==> src/rtl/fb_scanout_if.sv <==
// Frame-buffer BRAM read port seen by the scanout engine.
// master = scanout side (drives address/enable), slave = memory side.
interface fb_scanout_if;
  logic [31:0] buffer_addr;
  logic [31:0] buffer_din;
  logic [31:0] buffer_dout;
  logic        buffer_en;
  logic        buffer_rst;
  logic [3:0]  buffer_we;

  modport master (
    output buffer_addr, buffer_din, buffer_en, buffer_rst, buffer_we,
    input  buffer_dout
  );

  modport slave (
    input  buffer_addr, buffer_din, buffer_en, buffer_rst, buffer_we,
    output buffer_dout
  );
endinterface

==> src/rtl/fb_scanout.sv <==
// Frame-buffer scanout: VGA timing, incremental BRAM fetch, pixel unpack/replication.
// Optional FB_DOUBLE_BUFFER_EN adds tear-free frame_sel / frame_sel_active ports.
module fb_scanout #(
  parameter int          H_VIS_AREA_PXL            = 800,
  parameter int          H_FRONT_PORCH_PXL         = 40,
  parameter int          H_SYNC_PULSE_PXL          = 128,
  parameter int          H_BACK_PORCH_PXL          = 88,
  parameter int          H_NUM_BITS                = 11,
  parameter int          V_VIS_AREA_PXL            = 600,
  parameter int          V_FRONT_PORCH_PXL         = 1,
  parameter int          V_SYNC_PULSE_PXL          = 4,
  parameter int          V_BACK_PORCH_PXL          = 23,
  parameter int          V_NUM_BITS                = 10,
  parameter int          DOWNSCALE_SHIFT           = 1,
  parameter int          CHANNEL_BITS              = 2,
  parameter int          PIXEL_BITS                = 8,
  parameter int          FRAME_BUFFER_READ_LATENCY = 1,
  parameter logic [31:0] FRAME_BASE_ADDR           = 32'h0
) (
  input  logic            vga_clk,
  input  logic            resetn,
  fb_scanout_if.master    fb,
  output logic [3:0]      VGA_R,
  output logic [3:0]      VGA_G,
  output logic [3:0]      VGA_B,
  output logic            VGA_HS,
  output logic            VGA_VS,
  output logic            frame_start
`ifdef FB_DOUBLE_BUFFER_EN
  ,
  input  logic            frame_sel,
  output logic            frame_sel_active
`endif
);

  localparam int H_TOTAL = H_VIS_AREA_PXL + H_FRONT_PORCH_PXL + H_SYNC_PULSE_PXL + H_BACK_PORCH_PXL;
  localparam int V_TOTAL = V_VIS_AREA_PXL + V_FRONT_PORCH_PXL + V_SYNC_PULSE_PXL + V_BACK_PORCH_PXL;
  localparam int REP     = 1 << DOWNSCALE_SHIFT;
  localparam int SRC_W   = H_VIS_AREA_PXL >> DOWNSCALE_SHIFT;
  localparam int SRC_H   = V_VIS_AREA_PXL >> DOWNSCALE_SHIFT;
  localparam int PPW     = 32 / PIXEL_BITS;
  localparam int IDX_W   = (PPW > 1) ? $clog2(PPW) : 1;
  localparam int RW      = (DOWNSCALE_SHIFT > 0) ? DOWNSCALE_SHIFT : 1;
  localparam int L       = FRAME_BUFFER_READ_LATENCY;

  localparam logic [31:0] LINE_BYTES  = 32'(SRC_W * PIXEL_BITS / 8);
  localparam logic [31:0] FRAME_BYTES = 32'(SRC_W * SRC_H * PIXEL_BITS / 8);

  localparam logic [H_NUM_BITS-1:0] H_LAST     = H_NUM_BITS'(H_TOTAL - 1);
  localparam logic [H_NUM_BITS-1:0] H_VIS      = H_NUM_BITS'(H_VIS_AREA_PXL);
  localparam logic [H_NUM_BITS-1:0] H_VIS_LAST = H_NUM_BITS'(H_VIS_AREA_PXL - 1);
  localparam logic [H_NUM_BITS-1:0] HS_START   = H_NUM_BITS'(H_VIS_AREA_PXL + H_FRONT_PORCH_PXL);
  localparam logic [H_NUM_BITS-1:0] HS_END     = H_NUM_BITS'(H_VIS_AREA_PXL + H_FRONT_PORCH_PXL + H_SYNC_PULSE_PXL);
  localparam logic [V_NUM_BITS-1:0] V_LAST     = V_NUM_BITS'(V_TOTAL - 1);
  localparam logic [V_NUM_BITS-1:0] V_VIS      = V_NUM_BITS'(V_VIS_AREA_PXL);
  localparam logic [V_NUM_BITS-1:0] VS_START   = V_NUM_BITS'(V_VIS_AREA_PXL + V_FRONT_PORCH_PXL);
  localparam logic [V_NUM_BITS-1:0] VS_END     = V_NUM_BITS'(V_VIS_AREA_PXL + V_FRONT_PORCH_PXL + V_SYNC_PULSE_PXL);
  localparam logic [IDX_W-1:0]      IDX_LAST   = IDX_W'(PPW - 1);
  localparam logic [RW-1:0]         REP_LAST   = RW'(REP - 1);

  if ((SRC_W * PIXEL_BITS) % 32 != 0) begin : g_bad_geometry
    $error("fb_scanout: SRC_W*PIXEL_BITS must be a multiple of 32");
  end
  if (PIXEL_BITS < 3 * CHANNEL_BITS) begin : g_bad_pixel
    $error("fb_scanout: PIXEL_BITS must hold three channels");
  end

  typedef struct packed {
    logic             vis;
    logic             hs;
    logic             vs;
    logic             fs;
    logic [IDX_W-1:0] idx;
  } pipe_t;

  logic [H_NUM_BITS-1:0] h_q, h_d;
  logic [V_NUM_BITS-1:0] v_q, v_d;
  logic                  run_q, run_d;
  logic [31:0]           ptr_q, ptr_d;
  logic [31:0]           hold_q, hold_d;
  logic [31:0]           line_base_q, line_base_d;
  logic [RW-1:0]         lrep_q, lrep_d;
  logic [RW-1:0]         prep_q, prep_d;
  logic [IDX_W-1:0]      sub_q, sub_d;
  logic                  sel_q, sel_d;
  pipe_t                 pipe_q [L];
  pipe_t                 pipe_d [L];
  logic [3:0]            r_q, r_d, g_q, g_d, b_q, b_d;
  logic                  hs_q, hs_d, vs_q, vs_d, fs_q, fs_d;

  logic        vis_now;
  logic [31:0] frame_base;

  // run_q holds the counters at (0,0) for one cycle after reset so that
  // buffer_en stays low during reset yet the first running cycle fetches (0,0).
  assign vis_now = run_q && (h_q < H_VIS) && (v_q < V_VIS);

`ifdef FB_DOUBLE_BUFFER_EN
  assign frame_base       = FRAME_BASE_ADDR + (sel_q ? FRAME_BYTES : 32'd0);
  assign frame_sel_active = sel_q;
`else
  assign frame_base       = FRAME_BASE_ADDR;
`endif

  // NOTE: every variable gets a default at the top of an always_comb, so no
  // path can leave it unassigned and infer a latch.
  always_comb begin
    h_d         = h_q;
    v_d         = v_q;
    run_d       = 1'b1;
    ptr_d       = ptr_q;
    hold_d      = hold_q;
    line_base_d = line_base_q;
    lrep_d      = lrep_q;
    prep_d      = prep_q;
    sub_d       = sub_q;
    sel_d       = sel_q;

    if (run_q) begin
      if (h_q == H_LAST) begin
        h_d = '0;
        v_d = (v_q == V_LAST) ? '0 : v_q + 1'b1;
      end else begin
        h_d = h_q + 1'b1;
      end
    end

    if (vis_now) begin
      hold_d = ptr_q;
      if (prep_q == REP_LAST) begin
        prep_d = '0;
        if (sub_q == IDX_LAST) begin
          sub_d = '0;
          ptr_d = ptr_q + 32'd4;
        end else begin
          sub_d = sub_q + 1'b1;
        end
      end else begin
        prep_d = prep_q + 1'b1;
      end

      // End of a visible line: repeat the source line 2^S times, then step.
      if (h_q == H_VIS_LAST) begin
        prep_d = '0;
        sub_d  = '0;
        if (lrep_q == REP_LAST) begin
          lrep_d      = '0;
          line_base_d = line_base_q + LINE_BYTES;
        end else begin
          lrep_d = lrep_q + 1'b1;
        end
        ptr_d = line_base_d;
      end
    end

    if (run_q && h_q == H_LAST && v_q == V_LAST) begin
      line_base_d = frame_base;
      ptr_d       = frame_base;
      lrep_d      = '0;
      prep_d      = '0;
      sub_d       = '0;
    end

`ifdef FB_DOUBLE_BUFFER_EN
    // Sampled only on v-sync entry, so a frame never mixes two buffers.
    if (run_q && h_q == '0 && v_q == VS_START) sel_d = frame_sel;
`endif
  end

  assign fb.buffer_en   = vis_now;
  assign fb.buffer_addr = vis_now ? ptr_q : hold_q;
  assign fb.buffer_din  = 32'd0;
  assign fb.buffer_rst  = 1'b0;
  assign fb.buffer_we   = 4'd0;

  pipe_t                    tail;
  logic [4:0]               pix_off;
  logic [3*CHANNEL_BITS-1:0] pix;

  function automatic logic [3:0] expand(input logic [CHANNEL_BITS-1:0] c);
    return 4'({4{c}} >> (4 * CHANNEL_BITS - 4));
  endfunction

  always_comb begin
    pipe_d[0].vis = vis_now;
    pipe_d[0].hs  = run_q && (h_q >= HS_START) && (h_q < HS_END);
    pipe_d[0].vs  = run_q && (v_q >= VS_START) && (v_q < VS_END);
    pipe_d[0].fs  = run_q && (h_q == '0) && (v_q == '0);
    pipe_d[0].idx = sub_q;
    for (int i = 1; i < L; i++) pipe_d[i] = pipe_q[i-1];

    tail    = pipe_q[L-1];
    pix_off = 5'(tail.idx * PIXEL_BITS);
    pix     = fb.buffer_dout[pix_off +: 3*CHANNEL_BITS];
    r_d     = tail.vis ? expand(pix[2*CHANNEL_BITS +: CHANNEL_BITS]) : 4'd0;
    g_d     = tail.vis ? expand(pix[CHANNEL_BITS +: CHANNEL_BITS])   : 4'd0;
    b_d     = tail.vis ? expand(pix[0 +: CHANNEL_BITS])              : 4'd0;
    hs_d    = tail.hs;
    vs_d    = tail.vs;
    fs_d    = tail.fs;
  end

  // NOTE: sequential state uses non-blocking assignments so every flop samples
  // the pre-edge values regardless of statement order.
  always_ff @(posedge vga_clk or negedge resetn) begin
    if (!resetn) begin
      h_q         <= '0;
      v_q         <= '0;
      run_q       <= 1'b0;
      ptr_q       <= FRAME_BASE_ADDR;
      hold_q      <= FRAME_BASE_ADDR;
      line_base_q <= FRAME_BASE_ADDR;
      lrep_q      <= '0;
      prep_q      <= '0;
      sub_q       <= '0;
      sel_q       <= 1'b0;
      // NOTE: the delay line is reset (it is a handful of flops, not a RAM) so
      // blanking and sync are clean from the first cycle after reset.
      for (int i = 0; i < L; i++) pipe_q[i] <= '0;
      r_q         <= '0;
      g_q         <= '0;
      b_q         <= '0;
      hs_q        <= 1'b0;
      vs_q        <= 1'b0;
      fs_q        <= 1'b0;
    end else begin
      h_q         <= h_d;
      v_q         <= v_d;
      run_q       <= run_d;
      ptr_q       <= ptr_d;
      hold_q      <= hold_d;
      line_base_q <= line_base_d;
      lrep_q      <= lrep_d;
      prep_q      <= prep_d;
      sub_q       <= sub_d;
      sel_q       <= sel_d;
      for (int i = 0; i < L; i++) pipe_q[i] <= pipe_d[i];
      r_q         <= r_d;
      g_q         <= g_d;
      b_q         <= b_d;
      hs_q        <= hs_d;
      vs_q        <= vs_d;
      fs_q        <= fs_d;
    end
  end

  assign VGA_R       = r_q;
  assign VGA_G       = g_q;
  assign VGA_B       = b_q;
  assign VGA_HS      = hs_q;
  assign VGA_VS      = vs_q;
  assign frame_start = fs_q;

endmodule

==> src/flat_wrapper.sv <==
// flat-port wrapper written by rule: the top's interface ports become plain ports
module fb_scanout_flat 
#(
  parameter int          H_VIS_AREA_PXL            = 800,
  parameter int          H_FRONT_PORCH_PXL         = 40,
  parameter int          H_SYNC_PULSE_PXL          = 128,
  parameter int          H_BACK_PORCH_PXL          = 88,
  parameter int          H_NUM_BITS                = 11,
  parameter int          V_VIS_AREA_PXL            = 600,
  parameter int          V_FRONT_PORCH_PXL         = 1,
  parameter int          V_SYNC_PULSE_PXL          = 4,
  parameter int          V_BACK_PORCH_PXL          = 23,
  parameter int          V_NUM_BITS                = 10,
  parameter int          DOWNSCALE_SHIFT           = 1,
  parameter int          CHANNEL_BITS              = 2,
  parameter int          PIXEL_BITS                = 8,
  parameter int          FRAME_BUFFER_READ_LATENCY = 1,
  parameter logic [31:0] FRAME_BASE_ADDR           = 32'h0
)
  (vga_clk, resetn, VGA_R, VGA_G, VGA_B, VGA_HS, VGA_VS, frame_start, fb_buffer_addr, fb_buffer_din, fb_buffer_en, fb_buffer_rst, fb_buffer_we, fb_buffer_dout);
  fb_scanout_if fb_i ();
  input  logic vga_clk;
  input  logic resetn;
  output logic [3:0] VGA_R;
  output logic [3:0] VGA_G;
  output logic [3:0] VGA_B;
  output logic VGA_HS;
  output logic VGA_VS;
  output logic frame_start;
  output wire logic [$bits(fb_i.buffer_addr)-1:0] fb_buffer_addr;
  output wire logic [$bits(fb_i.buffer_din)-1:0] fb_buffer_din;
  output wire logic [$bits(fb_i.buffer_en)-1:0] fb_buffer_en;
  output wire logic [$bits(fb_i.buffer_rst)-1:0] fb_buffer_rst;
  output wire logic [$bits(fb_i.buffer_we)-1:0] fb_buffer_we;
  input wire logic [$bits(fb_i.buffer_dout)-1:0] fb_buffer_dout;
  assign fb_buffer_addr = fb_i.buffer_addr;
  assign fb_buffer_din = fb_i.buffer_din;
  assign fb_buffer_en = fb_i.buffer_en;
  assign fb_buffer_rst = fb_i.buffer_rst;
  assign fb_buffer_we = fb_i.buffer_we;
  assign fb_i.buffer_dout = fb_buffer_dout;
  fb_scanout #(.H_VIS_AREA_PXL(H_VIS_AREA_PXL), .H_FRONT_PORCH_PXL(H_FRONT_PORCH_PXL), .H_SYNC_PULSE_PXL(H_SYNC_PULSE_PXL), .H_BACK_PORCH_PXL(H_BACK_PORCH_PXL), .H_NUM_BITS(H_NUM_BITS), .V_VIS_AREA_PXL(V_VIS_AREA_PXL), .V_FRONT_PORCH_PXL(V_FRONT_PORCH_PXL), .V_SYNC_PULSE_PXL(V_SYNC_PULSE_PXL), .V_BACK_PORCH_PXL(V_BACK_PORCH_PXL), .V_NUM_BITS(V_NUM_BITS), .DOWNSCALE_SHIFT(DOWNSCALE_SHIFT), .CHANNEL_BITS(CHANNEL_BITS), .PIXEL_BITS(PIXEL_BITS), .FRAME_BUFFER_READ_LATENCY(FRAME_BUFFER_READ_LATENCY), .FRAME_BASE_ADDR(FRAME_BASE_ADDR)) u_core (.vga_clk(vga_clk), .resetn(resetn), .fb(fb_i), .VGA_R(VGA_R), .VGA_G(VGA_G), .VGA_B(VGA_B), .VGA_HS(VGA_HS), .VGA_VS(VGA_VS), .frame_start(frame_start));
endmodule
==> config.mk <==
export PLATFORM = sky130hd
export DESIGN_NAME = fb_scanout_flat
export DESIGN_NICKNAME = d
export VERILOG_FILES = /design/src/rtl/fb_scanout_if.sv /design/src/rtl/fb_scanout.sv /design/src/flat_wrapper.sv
export SDC_FILE = /design/constraint.sdc
export NUM_CORES = 1
export LEC_CHECK = 0
export CAP_MARGIN = 20
export CORE_UTILIZATION = 35
export CTS_BUF_LIST = sky130_fd_sc_hd__clkbuf_2 sky130_fd_sc_hd__clkbuf_4 sky130_fd_sc_hd__clkbuf_8
export CTS_CLUSTER_DIAMETER = 80
export DETAILED_ROUTE_END_ITERATION = 12
export PLACE_DENSITY = 0.64
export SLEW_MARGIN = 30
export SYNTH_ARGS = -nofsm -noshare
export SYNTH_HDL_FRONTEND = slang
export SYNTH_SLANG_ARGS = --single-unit
==> constraint.sdc <==
create_clock -name vga_clk -period 2.6 [get_ports vga_clk]
set_input_delay 0.52 -clock vga_clk [delete_from_list [all_inputs] [get_ports vga_clk]]
set_output_delay 0.52 -clock vga_clk [all_outputs]
set_load 0.03 [all_outputs]
======== Word level (Yosys, flattened, before mapping) ========
Index checks and enable logic that the tools add are counted.
storage, ports and cells
  bits in registers ....................... 143
  output and inout port bits .............. 85
  logic and storage cells ................. 86
operators by class
  add/subtract/negate cells ............... 7
  magnitude comparators ................... 6
  equal/unequal tests ..................... 4
  shift operators ......................... 1
  mux-type cells .......................... 28
  reduce and logical (&&, ||, !) cells .... 20
operators with widths
  operator                 count
  $mux W32                 10
  $add A32 B3 Y32 const B  1
  $add A32 B9 Y32 const B  1
  $shiftx A32 B6 Y6        1
  $lt A11 B10 Y1 const B   2
  $lt A10 B10 Y1 const B   2
  $mux W4                  3
  $add A11 B1 Y11 const B  1
  $eq A11 B10 Y1 const B   1
  $eq A11 B11 Y1 const B   1
  $ge A11 B10 Y1 const B   1
  $logic_not A11 Y1        1
  $mux W11                 1
  $add A10 B1 Y10 const B  1
  $eq A10 B10 Y1 const B   1
  $ge A10 B10 Y1 const B   1
  $logic_and A1 B1 Y1      10
  $logic_not A10 Y1        1
  $mux W10                 1
  $mux W2                  5
  $mux W1                  8
  $reduce_and A2 Y1        3
  $reduce_bool A3 Y1       2
  $reduce_bool A2 Y1       2
  other kinds (4)          5

======== Depth between registers and ports, before layout ========
Gate-level depths: netlist of run 1.
  depth after elaboration ................. 6
  gate-level depth with buffers ........... 9
  mapped depth without buffers ............ 7

======== Worst setup path before layout of run 1 ========
No wires, ideal clock.
  path kind ............................... register to output
  start ................................... register u_core.h_q[7]
  end ..................................... output fb_buffer_addr[25]
  arrival time ............................ 2.585 ns
  data required time ...................... 2.080 ns
  path slack .............................. -0.505 ns
  cell stages (with the launch flop) ...... 8
  buffers on the path ..................... 3
  cell sequence ........................... dfrtp_1 > or3_1 > buf_6 > a311oi_4 > nand2_1 > clkbuf_1 > clkbuf_1 > o21ai_0
on the way
  longest elaborated chain between the ends .. 4
ends and longest elaborated chain
  element                            RTL line            RTL
  from (decl)                        fb_scanout.sv:76    logic [H_NUM_BITS-1:0] h_q, h_d;
  from (signal assigned)             fb_scanout.sv:207   h_q <= '0;
  from (signal assigned)             fb_scanout.sv:227   h_q <= h_d;
  $lt A11 B10 Y1                     fb_scanout.sv:96    assign vis_now = run_q && (h_q < H_VIS) && (v_q < V_VIS);
  $logic_and A1 B1 Y1 (2 in series)  fb_scanout.sv:96
  $mux W32                           fb_scanout.sv:171   assign fb.buffer_addr = vis_now ? ptr_q : hold_q;
  to (decl)                          flat_wrapper.sv:30  output wire logic [$bits(fb_i.buffer_addr)-1:0] fb_buffer_addr;
Every way passes these cells.

======== Final worst setup path of run 1 ========
  start ................................... register u_core.h_q[5]
  end ..................................... output fb_buffer_addr[6]
The elaborated chain is that of the path after synthesis.

==> impl_metrics.csv, run 1 <==
group,metric,value,unit
finish,areaGrowthSynthToFinish,27.5,%
synthesis,synth_common_cells,"nand2_1 (168), dfrtp_1 (132), nor2_1 (53)",
worst_setup_path,arrival,2320,ps
global_route,gr-total-overflow,0,
clocking,cts_max_path_buffers,2,
synthesis,synth_edf_count,0,
timing,fmax,352,MHz
global_route,antenna_found_initial,0,
detailed_routing,drc,0,
worst_setup_path,r2r-start,"u_core.h_q[5]",
die,dieWidth,147,µm
synthesis,synth_top_area_share,45.0,%
detailed_routing,via_per_inst,5.28,
detailed_routing,wl,19500,µm
outcome,run_status,"finished, violations left",
synthesis,synth_seq_cells,132,
synthesis,yosysUniqueCellTypes,67,
finish,final_layout_size_suffix_gt1_share,21.4,%
timing,finClkSkew,12.0,ps
synthesis,synth_warnings,0,
worst_setup_path,crit_chain,"or3_4 -> a311oi_4 -> nand2_4 -> inv_8 -> buf_12 -> clkbuf_16 -> nand2_1 -> nand2_2 -> buf_6",
pwr,power,5.21,mW
detailed_routing,postRouteAntennaNets,0,
worst_setup_path,max_stage_delay,410,ps
timing,finalSetupViolCount,33,
worst_setup_path,r2r_slack,110,ps
pwr,p_leak,4.17,nW
synthesis,synth_ff_type,"dfrtp_1",
global_route,grt_usage,18.3,%
timing,fin_crit_sh,109,%
global_route,grt_pass1_wl,31000,µm
clocking,htreeDepth,4,
detailed_routing,drtIter0Drc,506,
die,core_area,20400,µm²
synthesis,syn_inst,827,
synthesis,ys_top_cells_by_area,"dfrtp_1 (45%), nand2_1 (8.6%), buf_4 (4.4%)",
detailed_routing,drt-pass1-iter-count,5,
timing,drv_slew,0,
worst_setup_path,r2r_cells,9,
worst_setup_path,cp-end-kind,"output port",
place,pre_cts_slack,104,ps
worst_setup_path,crit_slowest_cell,"or3_4",
hold_path,hold_class,"reg -> reg",
die,dieArea,21500,µm²
synthesis,synth_most_common_cell,"nand2_1",
place,place.gp.congestion,0.874,
clocking,clk_pin_slew,80,ps
timing,relSlewSlack,61.4,%
timing,worst_pin_slew,573,ps
worst_setup_path,critPathKind,"reg -> out",
timing,period_minus_slack,2840,ps
outcome,violations,"negative setup slack",
synthesis,async_reset_ff_share,100,%
finish,n_antenna_cell,0,
global_route,grt_pass1_vias,5762,
clocking,cts_tree,"done",
place,dpl.hpwl,12600,µm
place,io_buffer_count,73,
global_route,grt_max_degree,57,
timing,layout_setup_ws,-245,ps
die,io_pins,119,
synthesis,syn_area,7340,µm²
detailed_routing,via_count,6363,
worst_setup_path,crit_fanout,5,
synthesis,synth_top_area_cell,"dfrtp_1",
die,fp.dieH,147,µm
clocking,cts_buffers,17,
clocking,cts_sinks,132,
clocking,clk_latency,450,ps
pwr,power_per_cell_area,557,nW/µm²
synthesis,synth-seq-area-share,45.0,%
hold_path,hold_path_depth,0,
pwr,peakVddDrop,0.251,mV
hold_path,hold_end,"u_core.VGA_VS",
timing,timing.hold.ws,357,ps
job,drv_cap,0,
die,rows,52,
worst_setup_path,rr_endpoint,"u_core.line_base_q[27]",
timing,rsz0062_at_grt,"true",
timing,hold_viol,0,
hold_path,holdCritStartpoint,"u_core.vs_d",
worst_setup_path,cp-start-kind,"flop",
detailed_routing,wl_per_cell,16.2,µm
synthesis,synth_area_per_cell,8.87,µm²
finish,nNetsFinal,965,
finish,fin_cells,1205,
timing,finalSetupTns,-6650,ps
die,start_util,36.0,%
place,dp_cells,1154,
worst_setup_path,crit_required,2080,ps
clocking,clock-root-buffer,"clkbuf_8",
cell usage in the layout (no fill, tap or decap), types with 30 or more instances in the layout:
cell type / instances
buf_6: 37
nor2_1: 53
conb_1: 38
nand2_1: 118
o21ai_0: 47
dfrtp_1: 131
nand2_2: 34
clkdlybuf4s50_1: 39
buf_4: 42
a21oi_1: 30
nand3_1: 33
worst max-delay path: cells and delay by family (launching register included):
family | cells | cell delay [ps]
flops | 1 | 380
simple gates | 4 | 680
buf+inv | 4 | 520
compound gates | 1 | 280
worst max path at each step:
stage / startpoint / endpoint / slack [ps] / depth (start not counted)
2_1_floorplan: u_core.h_q[7] / fb_buffer_addr[27] / -6 / 9
3_3_place_gp: u_core.v_q[7] / u_core.line_base_q[14] / 130 / 6
3_5_place_dp: u_core.h_q[7] / fb_buffer_addr[0] / 100 / 8
4_1_cts: u_core.h_q[5] / fb_buffer_addr[25] / -260 / 7
5_1_grt: u_core.h_q[5] / fb_buffer_addr[6] / -320 / 9
6_report: u_core.h_q[5] / fb_buffer_addr[6] / -240 / 9
state kept, by name, indices dropped and copies added (netlist names), 2 cells and up:
name,cells
u_core.VGA_G,2
u_core.VGA_B,2
u_core.h_q,11
u_core.VGA_R,2
u_core.v_q,10
u_core.ptr_q,31
u_core.sub_q,2
u_core.hold_q,32
u_core.pipe_q,3
u_core.line_base_q,28
through the flow:
| step | area [µm²] | utilization (%) |
|---|---|---|
| after detailed placement | 8390 | 41.2 |
| after CTS | 9170 | 45.0 |
| after global placement | 8390 | 41.2 |
| after floorplan | 7570 | - |
| after global routing | 9350 | 45.9 |
| final | 9350 | 45.9 |
cell type report:
class                   instances  area, µm²
clock buffers                  23        304
clock inverters                 9        101
fillers                      1921      11000
inverters                      10       45.0
multi-input cells             631       3880
flip-flops and latches        132       3300
well taps                     270        338
repair buffers                130       1380
kinds of logic after synthesis:
family | Yosys count | synth area share (%)
AO/OA/AOI/OAI | 156 | 13.3
multiplexers | 9 | 2.25
buffers and inverters | 100 | 7.61
other | 2 | 0.102
flip-flops | 132 | 45.0
AND/OR/NAND/NOR | 375 | 24.9
adder cells (fa/ha/maj) | 9 | 1.54
XOR/XNOR | 44 | 5.25
power by group:
part	internal, mW	switching (mW)	total, mW
Clock	0.968	0.812	1.78
Combinational	0.478	0.579	1.06
Sequential	2.20	0.177	2.37
metal layers:
layer	vias up	routed length, µm	GRT usage, %
met4	0	486	7.60
met1	3064	8900	25.6
li1	3016	-	-
met5	-	0	0
met2	247	8970	27.7
met3	36	1120	3.45
timing repair:
action                                  4_1_cts  5_1_grt
endpoints found under the setup margin       33       39
setup buffers                                 5        9
hold buffers                                  1        0
endpoints found under the hold margin        30        0
pin swaps                                     3        9
gates cloned                                  5        1
gates resized for setup                      49       37
No activity file was read; power rests on OpenSTA's default activity.
==> inputs of run 2 (changes only) <==
- clock period: 2.6 -> 2.5 ns (I/O delays scaled with it)
==> run 2 against run 1 <==
Compared with the run above:
- the flow still finishes with violations (negative setup slack)
- register-to-register slack improved by 40 ps
- clock skew up 5.6 ps
- setup slack got worse by 40 ps
- via count grew 0.41%
- largest cell class unchanged
==> impl_metrics.csv, run 2 (synthesized netlist as in run 1, its figures left out) <==
group,metric,value,unit
clocking,clk_pin_slew,80,ps
finish,largest-register,"u_core.hold_q",
place,pre_cts_slack,66.8,ps
clocking,htreeDepth,4,
finish,areaGrowthSynthToFinish,29.9,%
timing,layout_setup_ws,-285,ps
worst_setup_path,crit_slowest_cell,"or3_4",
die,core_area,20400,µm²
die,dieWidth,147,µm
timing,fmax,359,MHz
global_route,gr-total-overflow,0,
detailed_routing,drt-pass1-iter-count,5,
place,dpl.hpwl,12800,µm
pwr,power,5.51,mW
die,dieArea,21500,µm²
global_route,grt_max_degree,50,
job,drv_cap,0,
die,rows,52,
timing,drv_slew,0,
global_route,antenna_found_initial,0,
detailed_routing,drc,0,
finish,n_antenna_cell,0,
detailed_routing,via_per_inst,5.26,
pwr,peakVddDrop,0.330,mV
timing,hold_viol,0,
die,start_util,36.0,%
clocking,clk_latency,460,ps
clocking,cts_sinks,132,
place,io_buffer_count,73,
finish,fillCellCount,1891,
detailed_routing,wl,19100,µm
clocking,cts_buffers,17,
worst_setup_path,max_stage_delay,410,ps
worst_setup_path,crit_chain,"or3_4 -> a311oi_4 -> nand2_4 -> buf_6 -> clkbuf_16 -> o21ai_4 -> buf_6",
die,io_pins,119,
timing,rsz0062_at_grt,"true",
place,place.gp.congestion,0.870,
die,fp.dieH,147,µm
clocking,clock-root-buffer,"clkbuf_8",
detailed_routing,wl_per_cell,15.8,µm
pwr,power_per_cell_area,579,nW/µm²
timing,finClkSkew,17.5,ps
finish,final_area,9530,µm²
worst_setup_path,crit_required,2000,ps
global_route,grt_usage,17.5,%
pwr,p_leak,4.30,nW
timing,period_minus_slack,2780,ps
worst_setup_path,cp-start-kind,"flop",
worst_setup_path,crit_fanout,5,
timing,timing.hold.ws,362,ps
finish,final_layout_size_suffix_gt1_share,22.8,%
detailed_routing,drtIter0Drc,607,
worst_setup_path,cp-end-kind,"output port",
timing,fin_crit_sh,111,%
finish,reg.largest.list,"u_core.hold_q x32, u_core.ptr_q x31, u_core.line_base_q x28",
detailed_routing,postRouteAntennaNets,0,
detailed_routing,via_count,6389,
outcome,run_status,"finished, violations left",
clocking,cts_max_path_buffers,2,
finish,final_cell_mix,"dfrtp_1 (130), nand2_1 (113), nor2_1 (53), buf_4 (52), o21ai_0 (47)",
finish,fin_cells,1214,
global_route,grt_pass1_vias,5706,
worst_setup_path,arrival,2280,ps
timing,finalSetupViolCount,33,
finish,seq_area,3310,µm²
global_route,grt_pass1_wl,30000,µm
place,dpl-instance-area,8430,µm²
finish,postLayoutCoreUtil,46.8,%
outcome,violations,"negative setup slack",
finish,largest_reg_flops,32,
clocking,cts_tree,"done",
finish,multi_input_area,3970,µm²
worst_setup_path,cpMostUsedCell,"buf_6",
hold_path,hold_class,"reg -> reg",
worst_setup_path,critPathKind,"reg -> out",
place,dp_cells,1157,
timing,finalSetupTns,-7980,ps
finish,layout_commonest_cell,"dfrtp_1",
finish,nNetsFinal,974,
-- run 2: cell types whose count changed in the layout (fill, tap and decap cells not counted), sizes merged --
cell / delta
buf: +6
bufinv: +2
clkbuf: -1
clkinv: +1
inv: +1
-- run 2: report_power, final --
group	internal (mW)	leakage, nW	switching, mW
clock	1.11	0.221	0.867
combinational	0.479	2.27	0.591
sequential	2.29	1.81	0.181
total	3.87	4.30	1.64
-- run 2: path summary, 6_finish.rpt --
path,slack (ps),to,start,cells past startpoint
min in group asynchronous,530,u_core.hs_d,resetn,2
max,-280,fb_buffer_addr[25],u_core.h_q[7],7
max reg2reg,150,u_core.ptr_q[18],u_core.ptr_q[2],7
min,360,u_core.VGA_HS,u_core.hs_d,0
min reg2reg,360,u_core.VGA_HS,u_core.hs_d,0
max in group asynchronous,1310,u_core.v_q[7],resetn,3
-- run 2: critical path, delay by kind of cell, from the launching register on --
family | cells | cell delay, ps
AOI/OAI and AO/OA | 2 | 420
buffers and inverters | 3 | 470
DFF | 1 | 390
and+or+nand+nor | 2 | 540
-- run 2: what timing repair did --
| item | CTS | global route |
|---|---|---|
| setup endpoints to repair | 33 | 39 |
| setup buffers | 4 | 14 |
| hold endpoints to repair | 6 | 0 |
| gates cloned | 0 | 6 |
| hold buffers | 1 | 0 |
| pin swaps | 0 | 19 |
| gates resized for setup | 31 | 69 |
-- run 2: cell type report --
| class | instances | area share, % |
|---|---|---|
| Sequential cell | 132 | 34.7 |
| Timing Repair Buffer | 139 | 15.1 |
| Tap cell | 270 | 3.55 |
| Clock buffer | 19 | 2.61 |
| Inverter | 10 | 0.473 |
| Clock inverter | 13 | 1.92 |
| Multi-Input combinational cell | 631 | 41.7 |
-- run 2: layer usage --
layer  GRT usage (%)  part of all wire [%]  up-vias  routed length, µm
li1                -                     -     3037                  -
met1            24.4                    46     3126               8840
met2            27.0                    47      207               9010
met3            4.04                   5.4       19               1040
met4            5.36                   1.3        0                240
met5               0                     0        -                  0
==> inputs of run 3 (changes only) <==
- PLACE_DENSITY: 0.64 -> unset
==> run 3 against run 2 <==
Compared with the run above:
- the run still ends with negative setup slack left
- sequential share of layout area rose by 0.74 points
- register-to-register slack got worse by 50 ps
- critical path depth did not move
- power decreased by 3.1%
- clock power down 8%
- non-clock buffer count is 11 lower
- critical endpoint unchanged
==> impl_metrics.csv, run 3 (synthesized netlist as in run 1, its figures left out) <==
group,metric,value,unit
timing,relSlewSlack,65.0,%
detailed_routing,wl,19300,µm
global_route,antenna_found_initial,0,
place,dpl-instance-area,8480,µm²
place,pre_cts_slack,84.3,ps
detailed_routing,drc,0,
worst_setup_path,max_stage_delay,410,ps
timing,drv_slew,0,
outcome,violations,"negative setup slack",
clocking,cts_buffers,17,
timing,period_minus_slack,2760,ps
die,dieWidth,147,µm
finish,fin_cells,1203,
clocking,cts_tree,"done",
finish,n_antenna_cell,0,
outcome,run_status,"finished, violations left",
finish,postLayoutCoreUtil,45.8,%
pwr,power_per_cell_area,573,nW/µm²
timing,hold_viol,0,
worst_setup_path,cp-start-kind,"flop",
die,core_area,20400,µm²
global_route,grt_max_degree,57,
finish,final_cell_mix,"dfrtp_1 (132), nand2_1 (112), nor2_1 (53), o21ai_0 (47), buf_4 (44)",
global_route,grt_pass1_wl,31600,µm
place,io_buffer_count,73,
job,drv_cap,0,
pwr,peakVddDrop,0.251,mV
finish,reg.largest.list,"u_core.hold_q x32, u_core.ptr_q x31, u_core.line_base_q x28",
timing,timing.hold.ws,8.91,ps
timing,layout_setup_ws,-264,ps
detailed_routing,postRouteAntennaNets,0,
detailed_routing,via_per_inst,5.21,
timing,fin_crit_sh,111,%
place,dpl.hpwl,13200,µm
clocking,clock-root-buffer,"clkbuf_8",
timing,finalSetupViolCount,33,
detailed_routing,wl_per_cell,16.0,µm
clocking,clk_latency,450,ps
timing,rsz0062_at_grt,"true",
timing,finClkSkew,11.8,ps
finish,final_layout_size_suffix_gt1_share,21.4,%
die,io_pins,119,
detailed_routing,drt-pass1-iter-count,6,
pwr,power,5.34,mW
timing,finalSetupTns,-7640,ps
timing,fmax,362,MHz
worst_setup_path,critPathKind,"reg -> out",
worst_setup_path,arrival,2260,ps
clocking,cts_max_path_buffers,2,
worst_setup_path,cp-end-kind,"output port",
clocking,htreeDepth,4,
clocking,clk_pin_slew,80,ps
detailed_routing,via_count,6273,
place,place.gp.congestion,0.855,
die,dieArea,21500,µm²
global_route,gr-total-overflow,0,
pwr,p_leak,4.19,nW
global_route,grt_usage,18.6,%
timing,worst_pin_slew,525,ps
worst_setup_path,crit_fanout,12,
finish,nNetsFinal,963,
clocking,cts_sinks,132,
finish,final_area,9320,µm²
finish,largest_reg_flops,32,
finish,largest-register,"u_core.hold_q",
place,dp_cells,1163,
worst_setup_path,crit_chain,"or3_4 -> a311oi_4 -> nand2_4 -> buf_12 -> buf_16 -> o21ai_4 -> buf_6",
global_route,grt_pass1_vias,5880,
die,fp.dieH,147,µm
hold_path,hold_class,"in -> async",
worst_setup_path,crit_required,2000,ps
finish,layout_commonest_cell,"dfrtp_1",
die,start_util,36.0,%
finish,areaGrowthSynthToFinish,27.1,%
worst_setup_path,crit_slowest_cell,"or3_4",
die,rows,52,
detailed_routing,drtIter0Drc,520,
run 3: area by class of cell:
class | instances | area (µm²)
Clock buffer | 22 | 290
Multi-Input combinational cell | 631 | 3870
Fill cell | 1941 | 11000
Timing Repair Buffer | 128 | 1370
Clock inverter | 10 | 105
Inverter | 10 | 42.5
Sequential cell | 132 | 3300
Tap cell | 270 | 338
run 3: power breakdown:
part | total (mW) | switching, mW | internal [mW]
sequential | 2.46 | 0.173 | 2.29
clock | 1.82 | 0.846 | 0.976
combinational | 1.06 | 0.589 | 0.472
run 3: what timing repair did:
item                       in CTS  in global routing
gates resized for setup        58                 24
gates cloned                    4                  1
hold buffers                    0                  0
setup endpoints to repair      33                 48
buffers inserted                1                  2
pin swaps                       1                  8
run 3: metal layers:
metal / wire length, µm / part of all wire [%] / track usage (%) / vias to the layer above
li1: - / - / - / 3014
met1: 9250 / 48 / 26.2 / 3058
met2: 8960 / 46 / 29.1 / 179
met3: 794 / 4.1 / 3.20 / 22
met4: 290 / 1.5 / 5.57 / 0
met5: 0 / 0 / 0 / -
run 3: final timing paths:
check	start	to	slack [ps]	depth (start not counted)
min reg2reg	u_core.fs_d	u_core.frame_start	350	0
max reg2reg	u_core.v_q[7]	u_core.ptr_q[30]	100	6
min in group vga_clk	u_core.fs_d	u_core.frame_start	350	0
max	u_core.h_q[7]	fb_buffer_addr[25]	-260	7
min	resetn	u_core.fs_d	9	1
max in group asynchronous	resetn	u_core.hold_q[6]	1810	2
run 3: worst max-delay path, delay by kind of cell (launching register included):
family,cells,cell delay (ps)
and+or+nand+nor,2,530
buffers and inverters,3,460
AOI/OAI and AO/OA,2,440
DFF,1,370
